## config.mk

```make
export PLATFORM = sky130hd
export DESIGN_NAME = traffic_sequencer
export DESIGN_NICKNAME = d
export VERILOG_FILES = /design/src/rtl/traffic_sequencer.sv
export SDC_FILE = /design/constraint.sdc
export NUM_CORES = 1
export LEC_CHECK = 0
export CAP_MARGIN = 5
export CORE_MARGIN = 2
export CORE_UTILIZATION = 45
export CTS_CLUSTER_SIZE = 8
export DETAILED_ROUTE_END_ITERATION = 6
export HOLD_SLACK_MARGIN = 0.02
export PLACE_DENSITY_LB_ADDON = 0.25
export SYNTH_ARGS = -nofsm -noshare
export SYNTH_HDL_FRONTEND = slang
export SYNTH_SLANG_ARGS = --single-unit
```

## constraint.sdc

```tcl
create_clock -name clock -period 2.7 [get_ports clock]
set_clock_uncertainty 0.1 [all_clocks]
set_input_delay 0.81 -clock clock [delete_from_list [all_inputs] [get_ports clock]]
set_output_delay 0.81 -clock clock [all_outputs]
set_load 0.01 [all_outputs]
```

## src/rtl/traffic_sequencer.sv

```systemverilog
// traffic_sequencer: four-way intersection light sequencer timed by Timer ticks, with latched pedestrian walk phase.
module traffic_sequencer #(
  parameter int GREEN_TICKS  = 8,
  parameter int YELLOW_TICKS = 2,
  parameter int RED_TICKS    = 1,
  parameter int WALK_TICKS   = 4,
  parameter int CW           = 4
) (
  input  logic       clock,
  input  logic       reset,
  input  logic       t,
  input  logic       ped_req,
  output logic [2:0] ns_light,
  output logic [2:0] ew_light,
  output logic       walk,
  output logic       ped_pending,
  output logic       timer_reset,
  output logic [2:0] phase
);
  typedef enum logic [2:0] {
    NS_GREEN  = 3'd0,
    NS_YELLOW = 3'd1,
    RED_A     = 3'd2,
    EW_GREEN  = 3'd3,
    EW_YELLOW = 3'd4,
    RED_B     = 3'd5,
    WALK      = 3'd6,
    ILLEGAL   = 3'd7
  } state_e;
  localparam logic [CW-1:0] G_LAST = CW'(GREEN_TICKS - 1);
  localparam logic [CW-1:0] Y_LAST = CW'(YELLOW_TICKS - 1);
  localparam logic [CW-1:0] R_LAST = CW'(RED_TICKS - 1);
  localparam logic [CW-1:0] W_LAST = CW'(WALK_TICKS - 1);
  state_e        state_q, state_d, state_nxt;
  logic [CW-1:0] cnt_q, cnt_d, last;
  logic          ped_q, ped_d, tr_q, tr_d;
  logic          accept, adv;
  always_ff @(posedge clock or posedge reset) begin
    if (reset) begin
      state_q <= RED_B;
      cnt_q   <= '0;
      ped_q   <= 1'b0;
      tr_q    <= 1'b1;
    end else begin
      state_q <= state_d;
      cnt_q   <= cnt_d;
      ped_q   <= ped_d;
      tr_q    <= tr_d;
    end
  end
  // Ticks landing in the restart cycle belong to the previous Timer interval, so they are dropped.
  always_comb begin
    last      = (state_q == NS_GREEN || state_q == EW_GREEN) ? G_LAST :
                (state_q == NS_YELLOW || state_q == EW_YELLOW) ? Y_LAST :
                (state_q == WALK) ? W_LAST : R_LAST;
    accept    = t && !tr_q;
    adv       = (accept && cnt_q == last) || state_q == ILLEGAL;
    state_nxt = (state_q == RED_B) ? (ped_q ? WALK : NS_GREEN) :
                (state_q == WALK) ? NS_GREEN :
                (state_q == ILLEGAL) ? RED_B : state_e'(state_q + 3'd1);
    state_d   = adv ? state_nxt : state_q;
    cnt_d     = adv ? '0 : accept ? cnt_q + CW'(1) : cnt_q;
    ped_d     = (adv && state_q == RED_B && ped_q) ? 1'b0 :
                (ped_req && state_q != WALK) ? 1'b1 : ped_q;
    tr_d      = adv;
  end
  always_comb begin
    ns_light    = (state_q == NS_GREEN) ? 3'b001 : (state_q == NS_YELLOW) ? 3'b010 : 3'b100;
    ew_light    = (state_q == EW_GREEN) ? 3'b001 : (state_q == EW_YELLOW) ? 3'b010 : 3'b100;
    walk        = state_q == WALK;
    ped_pending = ped_q;
    timer_reset = tr_q;
    phase       = state_q;
  end
endmodule

```

==> reports/qor.yml, run 1 <==
grt_pass1_wl_um: 2350
combPwrFrac: 0.684
drv_slew: 0
wl_per_cell_um: 13.0
cts_root_buf: "clkbuf_4"
vias: 571
ys_warn_count: 0
netlist_instances: 69
grt_pass1_vias: 518
antenna_found_initial: 0
die_area_sq_mm: 0.00180
cts_made_buffers: 3
internal-power_mw: 0.673
p_sw_frac: 0.448
hold_path.class: "reg2reg"
period_needed_ns: 2.65
post-route-drc-count: 0
dieWidth_um: 42.4
cts.sink_count: 9
synth_edf_count: 0
die_h_um: 42.4
finalCritPeriodShare: 0.980
start_kind: "register"
worstMarginPinSlew_ns: 0.336
hold_buffers: 0
design_area_sq_um: 898
p_total_mw: 1.22
hold_viol_final: 0
core_sq_mm: 0.00133
setup_viol: 0
start_util: 0.498
antenna_left: 0
synth-seq-area-share: 0.345
status: "completed"
crit_fanout: 6
fill_cells: 113
grt_max_degree: 12
final_cell_mix: "11 x clkdlybuf4s50_1, 8 x buf_4, 7 x nor2_1"
synthToLayoutAreaGrowth_pct: 35.2
synth_ff_type: "dfrtp_1"
drt_wl_total_um: 1390
cp-end-kind: "output pin"
max_freq_mhz: 378
pwr_density_cell_mw_per_mm2: 1360
gr-total-overflow: 0
fin_nets: 103
cts.path.max_buffers: 2
layout_commonest_cell: "clkdlybuf4s50_1"
tritoncts: "done"
dp.final_hpwl_um: 1060
cp.required_ns: 1.79
diodes: 0
yosys_register_bits: 9
rows: 13
drtIter0Drc: 16
via_per_inst: 5.34
p_leak_nw: 0.405
dr.pass1.iters: 4
placed_cell_area_sq_um: 855
final_core_util: 0.674
p_seq_frac: 0.228
slew_headroom: 0.776
synth_cell_types: 33
peakVddDrop_uv: 758
synth_async_sr_flop_share: 1.00
crit_arrival_ns: 1.74
syn_area_sq_um: 664
crit_type: "reg2out"
avgSynthCellArea_sq_um: 9.63
clk_pin_slew_ns: 0.06
ios: 16
drv_cap: 0
synth_nets: 79
p_clk_frac: 0.088
gp_congestion: 0.831
clk_latency_ns: 0.27
port_buffers: 15
switchingPower_mw: 0.546
layout-drive-gt1-share: 0.207
cts_htree_levels: 1
grt_usage: 0.179
per-stage QoR:
stage                     std cells  setup TNS (ns)  hold slack (ns)  setup WS [ns]
after floorplan                  69               0            0.396          0.439
after global placement          102               0            0.410          0.122
after detailed placement        102               0            0.424         0.0933
after CTS                       107               0            0.442         0.0326
after global routing            107        -0.00997            0.465       -0.00997
final                           107               0            0.436         0.0532
worst paths after layout:
path | start | slack [ns] | cells past startpoint | end
max | phase[0] | 0.05 | 4 | ns_light[2]
max reg2reg | phase[1] | 0.29 | 9 | phase[1]
min | cnt_q[3] | 0.44 | 2 | cnt_q[3]
min in group asynchronous | reset | 0.69 | 2 | phase[1]
min reg2reg | cnt_q[3] | 0.44 | 2 | cnt_q[3]
max in group asynchronous | reset | 1.51 | 2 | timer_reset
cell usage after synthesis (all sizes together), types with 2 or more instances:
cell / n / area [sq um]
nor2b: 3 / 18.8
o21ai: 2 / 10.0
nand2: 4 / 15.0
dfstp: 3 / 78.8
buf: 3 / 27.5
ha: 6 / 75.1
o21bai: 2 / 15.0
xor2: 5 / 43.8
xnor2: 2 / 17.5
nor2: 7 / 26.3
dfrtp: 6 / 150
a21oi: 3 / 15.0
mux2i: 2 / 20.0
inv: 4 / 15.0
layer usage:
metal | wire [um] | GRT usage
met2 | 646 | 0.268
met1 | 662 | 0.239
met4 | 34 | 0.113
met3 | 50 | 0.0259
met5 | 0 | 0
worst max-delay path, stage by stage (launching register included):
cell             delay [ns]
dfstp_2                0.53
inv_1                  0.07
ha_4                   0.18
o21bai_1               0.14
clkdlybuf4s50_1        0.55
power by group through the flow:
stage               Sequential [mW]  Clock, mW  Combinational (mW)
finish                        0.278      0.107               0.834
global route                  0.290      0.119               0.926
floorplan                     0.284          0               0.537
detailed placement            0.286          0               0.806
global placement              0.282          0               0.801
CTS                           0.276      0.113               0.816
layout make-up:
cell class              instances  area, sq um  share of cell area
multi-input cells              52          404               0.450
flip-flops and latches          9          229               0.255
repair buffers                 23          205               0.228
clock buffers                   4         26.3              0.0292
well taps                      15         18.8              0.0209
inverters                       4         15.0              0.0167
cell families (layout without fill, tap and decap cells):
group | after synthesis | in the layout | share of synthesized area
AND/OR/NAND/NOR | 22 | 22 | 0.194
AO/OA/AOI/OAI | 15 | 15 | 0.156
flip-flops | 9 | 9 | 0.345
buffers and inverters | 8 | 31 | 0.0697
XOR/XNOR | 7 | 7 | 0.0923
adder cells (fa/ha/maj) | 6 | 6 | 0.113
multiplexers | 2 | 2 | 0.0301
repair_timing:
| item | in CTS | in global routing |
|---|---|---|
| gates resized for setup | 6 | 2 |
| setup buffers | 1 | 0 |
| setup endpoints to repair | 7 | 3 |
No activity file was read; power rests on OpenSTA's default activity.
==> run 2, diff against run 1 <==
--- a/config.mk
+++ b/config.mk
@@ -12,6 +12,7 @@
 export DETAILED_ROUTE_END_ITERATION = 6
 export HOLD_SLACK_MARGIN = 0.02
 export PLACE_DENSITY_LB_ADDON = 0.25
+export SLEW_MARGIN = 20
 export SYNTH_ARGS = -nofsm -noshare
 export SYNTH_HDL_FRONTEND = slang
 export SYNTH_SLANG_ARGS = --single-unit
==> results of run 2 <==
Final layout, timing and power as in run 1 (identical DEF).
==> run 3, diff against run 2 <==
--- a/config.mk
+++ b/config.mk
@@ -10,6 +10,7 @@
 export CORE_UTILIZATION = 45
 export CTS_CLUSTER_SIZE = 8
 export DETAILED_ROUTE_END_ITERATION = 6
+export GPL_ROUTABILITY_DRIVEN = 0
 export HOLD_SLACK_MARGIN = 0.02
 export PLACE_DENSITY_LB_ADDON = 0.25
 export SLEW_MARGIN = 20
==> results of run 3 <==
Final layout, timing and power as in run 1 (identical DEF).
